File: src/rtl/sobel_rd_port_arbiter.sv
// sobel_rd_port_arbiter
// Shares one single-port read BRAM between NUM_REQ Sobel patch fetchers.
// Arbitration is round-robin. A requester can hold a lock so that its 3x3 patch
// reads issue back-to-back. Read data returns to the requester that issued it.
//
// Ports:
//   clka, reset                 clock and synchronous active-high reset
//   req_valid/req_addr/req_lock per-requester read request, address slice, hold-ownership flag
//   req_ready                   combinational grant, one-hot or zero
//   rsp_valid/rsp_data          registered per-requester data strobe; data is the BRAM output
//   bram_ena/bram_addra         registered BRAM read port
//   bram_douta                  BRAM read data
//   owner_id                    current lock owner, 0 when unowned
//   stall_cnt                   saturating count of cycles with an unaccepted request
module sobel_rd_port_arbiter #(
    parameter int unsigned NUM_REQ    = 2,
    parameter int unsigned ADDR_W     = 16,
    parameter int unsigned DATA_W     = 8,
    parameter int unsigned RD_LATENCY = 1,
    parameter int unsigned MAX_BURST  = 9
) (
    input  logic                        clka,
    input  logic                        reset,
    input  logic [NUM_REQ-1:0]          req_valid,
    input  logic [NUM_REQ*ADDR_W-1:0]   req_addr,
    input  logic [NUM_REQ-1:0]          req_lock,
    output logic [NUM_REQ-1:0]          req_ready,
    output logic [NUM_REQ-1:0]          rsp_valid,
    output logic [DATA_W-1:0]           rsp_data,
    output logic                        bram_ena,
    output logic [ADDR_W-1:0]           bram_addra,
    input  logic [DATA_W-1:0]           bram_douta,
    output logic [1:0]                  owner_id,
    output logic [15:0]                 stall_cnt
);

    localparam int unsigned ID_W    = 2;
    localparam int unsigned BURST_W = $clog2(MAX_BURST + 1);

    typedef enum logic {
        ST_FREE,
        ST_OWNED
    } state_t;

    state_t                 r_state;
    logic [ID_W-1:0]        r_owner;
    logic [ID_W-1:0]        r_rr_ptr;
    logic [BURST_W-1:0]     r_burst_cnt;
    logic                   r_bram_ena;
    logic [ADDR_W-1:0]      r_bram_addra;
    logic [NUM_REQ-1:0]     r_rsp_valid;
    logic [15:0]            r_stall_cnt;
    logic [RD_LATENCY-1:0]  r_tag_vld;
    logic [ID_W-1:0]        r_tag_id [RD_LATENCY];

    logic [3:0]             w_valid_pad;
    logic [3:0]             w_lock_pad;
    logic                   w_owner_hold;
    logic [ID_W-1:0]        w_search_base;
    int unsigned            w_idx;
    logic                   w_found;
    logic [ID_W-1:0]        w_found_id;
    logic                   w_grant_vld;
    logic [ID_W-1:0]        w_grant_id;
    logic [ADDR_W-1:0]      w_grant_addr;
    logic [BURST_W-1:0]     w_burst_inc;
    logic                   w_stall;

    // Successor of a requester id, wrapping mod NUM_REQ.
    function automatic logic [ID_W-1:0] f_next_id(input logic [ID_W-1:0] id);
        if (32'(id) >= NUM_REQ - 1)
            return '0;
        else
            return id + ID_W'(1);
    endfunction

    // Grant selection: the owner keeps the port while valid; otherwise round-robin search.
    always_comb begin
        w_valid_pad   = 4'(req_valid);
        w_lock_pad    = 4'(req_lock);
        w_owner_hold  = (r_state == ST_OWNED) && w_valid_pad[r_owner];
        // An owner that drops valid releases this cycle; search starts just past it.
        w_search_base = (r_state == ST_OWNED) ? f_next_id(r_owner) : r_rr_ptr;
        w_idx         = 0;
        w_found       = 1'b0;
        w_found_id    = '0;
        for (int unsigned k = 0; k < NUM_REQ; k++) begin
            w_idx = 32'(w_search_base) + k;
            if (w_idx >= NUM_REQ)
                w_idx = w_idx - NUM_REQ;
            if (!w_found && w_valid_pad[w_idx[ID_W-1:0]]) begin
                w_found    = 1'b1;
                w_found_id = w_idx[ID_W-1:0];
            end
        end

        if (w_owner_hold) begin
            w_grant_vld = 1'b1;
            w_grant_id  = r_owner;
        end else begin
            w_grant_vld = w_found;
            w_grant_id  = w_found_id;
        end
        if (reset)
            w_grant_vld = 1'b0;

        w_grant_addr = '0;
        for (int unsigned i = 0; i < NUM_REQ; i++) begin
            if (32'(w_grant_id) == i)
                w_grant_addr = req_addr[i*ADDR_W +: ADDR_W];
        end

        req_ready   = w_grant_vld ? (NUM_REQ'(1) << w_grant_id) : '0;
        w_burst_inc = r_burst_cnt + BURST_W'(1);
        w_stall     = |(req_valid & ~req_ready);
    end

    // Ownership state, BRAM issue, return tag pipe and stall counter.
    always_ff @(posedge clka) begin
        if (reset) begin
            r_state      <= ST_FREE;
            r_owner      <= '0;
            r_rr_ptr     <= '0;
            r_burst_cnt  <= '0;
            r_bram_ena   <= 1'b0;
            r_bram_addra <= '0;
            r_rsp_valid  <= '0;
            r_stall_cnt  <= '0;
            r_tag_vld    <= '0;
            for (int unsigned i = 0; i < RD_LATENCY; i++)
                r_tag_id[i] <= '0;
        end else begin
            r_bram_ena <= w_grant_vld;
            if (w_grant_vld)
                r_bram_addra <= w_grant_addr;

            if (w_stall && (r_stall_cnt != 16'hFFFF))
                r_stall_cnt <= r_stall_cnt + 16'd1;

            // Tag pipe is aligned with the BRAM latency so responses leave in issue order.
            r_tag_vld[0] <= w_grant_vld;
            r_tag_id[0]  <= w_grant_id;
            for (int unsigned i = 1; i < RD_LATENCY; i++) begin
                r_tag_vld[i] <= r_tag_vld[i-1];
                r_tag_id[i]  <= r_tag_id[i-1];
            end
            r_rsp_valid <= r_tag_vld[RD_LATENCY-1]
                         ? (NUM_REQ'(1) << r_tag_id[RD_LATENCY-1]) : '0;

            if (w_owner_hold) begin
                r_burst_cnt <= w_burst_inc;
                // Release on lock drop or when the burst limit is reached.
                if (!w_lock_pad[r_owner] || (32'(w_burst_inc) >= MAX_BURST)) begin
                    r_state     <= ST_FREE;
                    r_rr_ptr    <= f_next_id(r_owner);
                    r_owner     <= '0;
                    r_burst_cnt <= '0;
                end
            end else if (w_found) begin
                if (w_lock_pad[w_found_id] && (MAX_BURST > 1)) begin
                    r_state     <= ST_OWNED;
                    r_owner     <= w_found_id;
                    r_burst_cnt <= BURST_W'(1);
                end else begin
                    r_state     <= ST_FREE;
                    r_owner     <= '0;
                    r_rr_ptr    <= f_next_id(w_found_id);
                    r_burst_cnt <= '0;
                end
            end else begin
                r_state     <= ST_FREE;
                r_owner     <= '0;
                r_rr_ptr    <= w_search_base;
                r_burst_cnt <= '0;
            end
        end
    end

    assign rsp_valid  = r_rsp_valid;
    assign rsp_data   = bram_douta;
    assign bram_ena   = r_bram_ena;
    assign bram_addra = r_bram_addra;
    assign owner_id   = r_owner;
    assign stall_cnt  = r_stall_cnt;

endmodule

File: config.mk
export PLATFORM = sky130hd
export DESIGN_NAME = sobel_rd_port_arbiter
export DESIGN_NICKNAME = d
export VERILOG_FILES = /design/src/rtl/sobel_rd_port_arbiter.sv
export SDC_FILE = /design/constraint.sdc
export NUM_CORES = 1
export LEC_CHECK = 0
export CAP_MARGIN = 40
export CORE_ASPECT_RATIO = 1.75
export CORE_UTILIZATION = 45
export CTS_CLUSTER_SIZE = 24
export DETAILED_ROUTE_END_ITERATION = 7
export PLACE_DENSITY = 0.88
export SYNTH_ARGS = -nofsm -noshare
export SYNTH_HDL_FRONTEND = slang
export SYNTH_SLANG_ARGS = --single-unit
File: constraint.sdc
create_clock -name clka -period 3.4 [get_ports clka]
set_clock_uncertainty 0.2 [all_clocks]
set_input_delay 0.51 -clock clka [delete_from_list [all_inputs] [get_ports clka]]
set_output_delay 0.51 -clock clka [all_outputs]
set_load 0.02 [all_outputs]
# == After elaboration in Yosys (flattened, before gate mapping) ==
# Memory sizes are Yosys's and may differ from the RTL's.
# Index checks and enable logic that the tools add are counted.
# classes
add_sub_neg,7
magnitude_cmp,9
eq_ne,4
shift,2
n_mux,46
bitwise,3
reduce_logical,11
# ops
cell,n
$mux 2,18
$mux 16,2
$mux 1,18
$add 16x1->16 const B,1
$ne 16x16->1 const B,1
$lt 2x3->1 const B,4
$mux 4,3
$bmux 1 s2,5
$reduce_or 2->1,3
$add 2x1->2 const B,2
$add 4x1->4 const B,1
$ge 2x1->1 const B,2
$ge 4x4->1 const B,1
$shl 1x2->2 const A,2
$sub 2x2->2 const B,2
$add 2x1->3 const B,1
$ge 3x2->1 const B,1
$logic_and 1x1->1,3
$ne 3x3->1 const B,1
$and 2x2->2,1
$eq 2x1->1 const B,1
$ge 2x2->1 const B,1
$logic_not 1->1,2
$logic_not 2->1,1
other kinds (5),5
# totals
reg_bits,44
ramBits,2
input_bits,46
out_inout_bits,47
word_cells,91
memories,1
# mem_list
memory,words,word_bits,read_ports,rd_ports_with_merged_regs,write_ports,line,source
r_tag_id,1,2,1,0,1,54,logic [ID_W-1:0] r_tag_id [RD_LATENCY];

# == Logic depth before layout (Yosys ltp) ==
# Gate-level depths: netlist of run 1.
# logic_depth
depth_word,18
ltp_mapped,10

# == Worst setup path before layout of run 1 ==
# Ideal clock, no wire load.
# synth_path
path_type,reg2out
start,register r_owner[0] (netlist: owner_id[0])
end,output req_ready[0]
arrival_time_ps,2383
required_time_ps,2690
slack_ps,307
stages_incl_launch_ff,9
path_cell_list,dfxtp_1 -> inv_1 -> ha_1 -> mux2i_1 -> o31ai_1 -> or3_1 -> buf_2 -> buf_2 -> nor3_1
# synth_between
elab_chain_len,14
# synth_rtl
item,line,source
from (decl),46,logic [ID_W-1:0] r_owner;
from (signal assigned),162,r_owner <= w_found_id;
branches (longest 13 deep; another with $add 2x1->3),n/a,
$mux 2 *,113,req_ready = w_grant_vld ? (NUM_REQ'(1) << w_grant_id) : '0;
to (decl),27,"output logic [NUM_REQ-1:0] req_ready,"
# Every way passes the cells marked *. The select of a mux whose other input is x is not followed.

# == Worst setup path after layout of run 1 ==
# layout_path
start,register r_owner[0] (netlist: owner_id[0])
end,output req_ready[1]
# The elaborated chain is that of the path after synthesis.

==> results of run 1 <==
-- timing repair --
action	4_1_cts	5_1_grt
pin swaps	1	0
endpoints found under the setup margin	2	1
buffers inserted	2	0
resized for setup	2	1
-- cells by family (layout without fill, tap and decap cells) --
| logic type | count (synthesis) | count (layout) | synth area share (%) |
|---|---|---|---|
| flip-flops | 46 | 46 | 35.9 |
| other | 1 | 2 | 0.146 |
| adder cells (fa/ha/maj) | 5 | 5 | 2.44 |
| AND/OR/NAND/NOR | 116 | 116 | 24.4 |
| multiplexers | 33 | 33 | 13.5 |
| buffers and inverters | 38 | 105 | 7.56 |
| XOR/XNOR | 2 | 2 | 0.683 |
| AO/OA/AOI/OAI | 50 | 50 | 15.4 |
-- per-layer routing --
metal | routed length (microns) | vias to the layer above | share of wire [%] | GRT usage (%)
li1 | - | 1197 | - | -
met1 | 2130 | 1131 | 36 | 19.8
met2 | 3390 | 69 | 57 | 41.6
met3 | 283 | 19 | 4.7 | 4.68
met4 | 177 | 0 | 3.0 | 11.5
met5 | 0 | - | 0 | 0
-- power by group through the flow --
stage               registers, mW  logic, mW  clock network [mW]
floorplan                   0.652      0.215                   0
global placement            0.620      0.381                   0
detailed placement          0.621      0.389                   0
CTS                         0.609      0.394               0.429
global route                0.616      0.427               0.452
finish                      0.609      0.393               0.419
-- state kept, by name, summed over array words and instances (netlist names) --
| name | count |
|---|---|
| stall_cnt | 16 |
| r_state | 1 |
| r_tag_id | 2 |
| owner_id | 2 |
| r_rr_ptr | 2 |
| rsp_valid | 2 |
| bram_addra | 16 |
| r_burst_cnt | 4 |
| r_tag_vld | 1 |
-- worst min path at each step --
| stage | startpoint | to | slack [ns] | cells past startpoint |
|---|---|---|---|---|
| detailed placement | r_tag_id[0][1] | rsp_valid[0] | 0.23 | 1 |
| finish | r_tag_id[0][0] | rsp_valid[0] | 0.23 | 1 |
| global route | r_tag_id[0][0] | rsp_valid[0] | 0.25 | 1 |
| global placement | r_tag_id[0][1] | rsp_valid[0] | 0.22 | 1 |
| floorplan | r_tag_id[0][0] | rsp_valid[0] | 0.19 | 1 |
| CTS | r_tag_id[0][0] | rsp_valid[0] | 0.24 | 1 |
-- cell usage after synthesis (all sizes together) (2+ instances only) --
| cell | instances | area (sq um) |
|---|---|---|
| inv | 9 | 33.8 |
| nor2b | 9 | 56.3 |
| a21oi | 7 | 35.0 |
| or2 | 2 | 12.5 |
| dfxtp | 46 | 921 |
| nand3 | 5 | 25.0 |
| clkbuf | 14 | 52.6 |
| or3 | 4 | 25.0 |
| nand2b | 3 | 18.8 |
| and3 | 8 | 50.1 |
| nand4 | 6 | 37.5 |
| ha | 5 | 62.6 |
| or4 | 5 | 37.5 |
| o21a | 2 | 15.0 |
| mux2i | 20 | 200 |
| buf | 15 | 108 |
| and2 | 3 | 18.8 |
| o31ai | 6 | 45.0 |
| o22a | 2 | 17.5 |
| nor4b | 2 | 17.5 |
| nor4 | 5 | 37.5 |
| o41ai | 2 | 25.0 |
| a211oi | 18 | 148 |
| nor2 | 31 | 116 |
| o31a | 2 | 17.5 |
| nor3 | 13 | 65.1 |
| mux2 | 13 | 146 |
| nand2 | 14 | 52.6 |
-- layout make-up --
cell class / count / area share, %
multi-input cells: 208 / 41.9
flip-flops and latches: 46 / 26.5
repair buffers: 88 / 24.6
well taps: 76 / 2.73
clock buffers: 5 / 1.98
clock inverters: 3 / 1.26
inverters: 9 / 0.972
-- worst register-to-register path: stages (launching register included) --
cell,delay [ns]
dfxtp_2,0.40
inv_1,0.10
ha_1,0.28
mux2_2,0.31
mux2_2,0.32
a211oi_4,0.30
buf_4,0.19
nor4_2,0.05
buf_4,0.22
nor4_1,0.31
mux2_2,0.37
-- through the flow --
| step | hold slack (ns) | setup WS (ns) | total power [mW] |
|---|---|---|---|
| after floorplan | 0.190 | 0.307 | 0.867 |
| after global placement | 0.216 | 0.115 | 1.00 |
| after detailed placement | 0.233 | 0.0876 | 1.01 |
| after CTS | 0.243 | 0.209 | 1.43 |
| after global routing | 0.254 | 0.0927 | 1.50 |
| final | 0.234 | 0.231 | 1.42 |
==> results.toml, run 1 <==
[final_layout]
fill_cells = 458
finish.utilization_pct = 62.8
stdcell_area_sq_um = 3480
diodes = 0
mostFrequentLayoutCell = "clkdlybuf4s50_1"
seq_area_sq_um = 922
final_nets = 409
layout_common_cells = "clkdlybuf4s50_1, dfxtp_1, nor2_1"
multiInputGateArea_sq_um = 1460
area_growth_pct = 35.5
stdcell_count = 435
drive_above_1_share_pct = 11.4

[floorplanning]
die_x_microns = 59.1
fp.dieArea_sq_um = 6020
core_sq_um = 5540
ios = 93
initial_core_util_pct = 46.3
die-height_microns = 102
num_rows = 36

[logic_synthesis]
yosys_warnings = 0
ys.flop_type = "dfxtp_1"
async_reset_ff_share_pct = 0
yosysUniqueCellTypes = 54
synth_edf_count = 0
postSynthAreaPerCell_sq_um = 8.82
syn_area_sq_um = 2570
synth-seq-area-share_pct = 35.9
ys_ff_latch = 46
synth_cells = 291

[global_route]
grt_max_degree = 32
grt-ovfl-total = 0
grt_pass1_wl_mm = 9.93
grt_pass1_vias = 2320
antenna_found_initial = 0
track_usage_pct = 21.4

[placement]
placedCellCount = 425
place.gp.congestion = 0.806
postPlaceCellArea_sq_um = 3350
port-buffer-count = 76
dp_hpwl_mm = 4.43

[sta]
tns_ns = 0
rsz0062_at_grt = "no"
final_max_slew_viol_count = 0
fmax_mhz = 316
final-setup-viol-count = 0
timing.final.crit_share_pct = 93.2
min_period_ns = 3.17
hold_viol = 0

[critical_path]
r2r_start = "owner_id[0]"
critPathCapture = "req_ready[1]"
path_class = "reg -> out"
path_max_fanout = 6
crit_family = "multiplexers"
cp.depth = 7
crit_path_start = "owner_id[0]"
endpoint_kind = "output pin"
crit_top_cell = "mux2_2"
critPathBufInv = 2
max_stage_delay_ns = 0.40
required_ns = 2.69
cp_slowest_cell = "dfxtp_2"
reg2reg_depth = 10
r2r_end = "stall_cnt[9]"
start_kind = "flop"
path_cells = "inv_1, ha_1, mux2_2, mux2_2, a211oi_4, nor3_1, dlygate4sd2_1"
arrival_ns = 2.46
r2r_slack_ns = 0.26

[power]
p_leak_nw = 1.32
peakVddDrop_mv = 0.294
pwr-share-seq_pct = 42.8
power_density_nw_per_um2 = 409
switching_power_mw = 0.424
p_int_mw = 0.997
p_comb_share_pct = 27.7
switching_share_pct = 29.8
p_clk_share_pct = 29.5

[clock_network]
clockRootBuffer = "clkbuf_8"
clockBufferDepth = 2
htreeDepth = 2
cts.reportedPaths.clkPinSlew_ns = 0.10
cts_tree = "yes"
numCtsBuffers = 5
cts_sinks = 46
cts_hold_buf = 0
insertion_delay_ns = 0.31

[route]
wl_per_cell_microns = 13.7
avgViaCountPerCell = 5.55
dr_total_vias = 2416
drt_pass1_iterations = 4
wl_mm = 5.98
first_iter_violations = 41
drc = 0
antenna_left = 0

[outcome]
status = "completed"

[run]
maxCapViolations = 0

[hold_path]
hold_class = "reg -> reg"
(Power assumes the default switching activity.)
==> inputs of run 2 (changes only) <==
--- a/config.mk
+++ b/config.mk
@@ -11,6 +11,7 @@
 export CTS_CLUSTER_SIZE = 24
 export DETAILED_ROUTE_END_ITERATION = 7
 export PLACE_DENSITY = 0.88
+export SLEW_MARGIN = 25
 export SYNTH_ARGS = -nofsm -noshare
 export SYNTH_HDL_FRONTEND = slang
 export SYNTH_SLANG_ARGS = --single-unit
==> results of run 2 <==
Final layout, timing and power as in run 1 (identical DEF).
==> inputs of run 3 (changes only) <==
--- a/config.mk
+++ b/config.mk
@@ -5,7 +5,7 @@
 export SDC_FILE = /design/constraint.sdc
 export NUM_CORES = 1
 export LEC_CHECK = 0
-export CAP_MARGIN = 40
+export CAP_MARGIN = 10
 export CORE_ASPECT_RATIO = 1.75
 export CORE_UTILIZATION = 45
 export CTS_CLUSTER_SIZE = 24
==> results of run 3 <==
Final layout, timing and power as in run 1 (identical DEF).
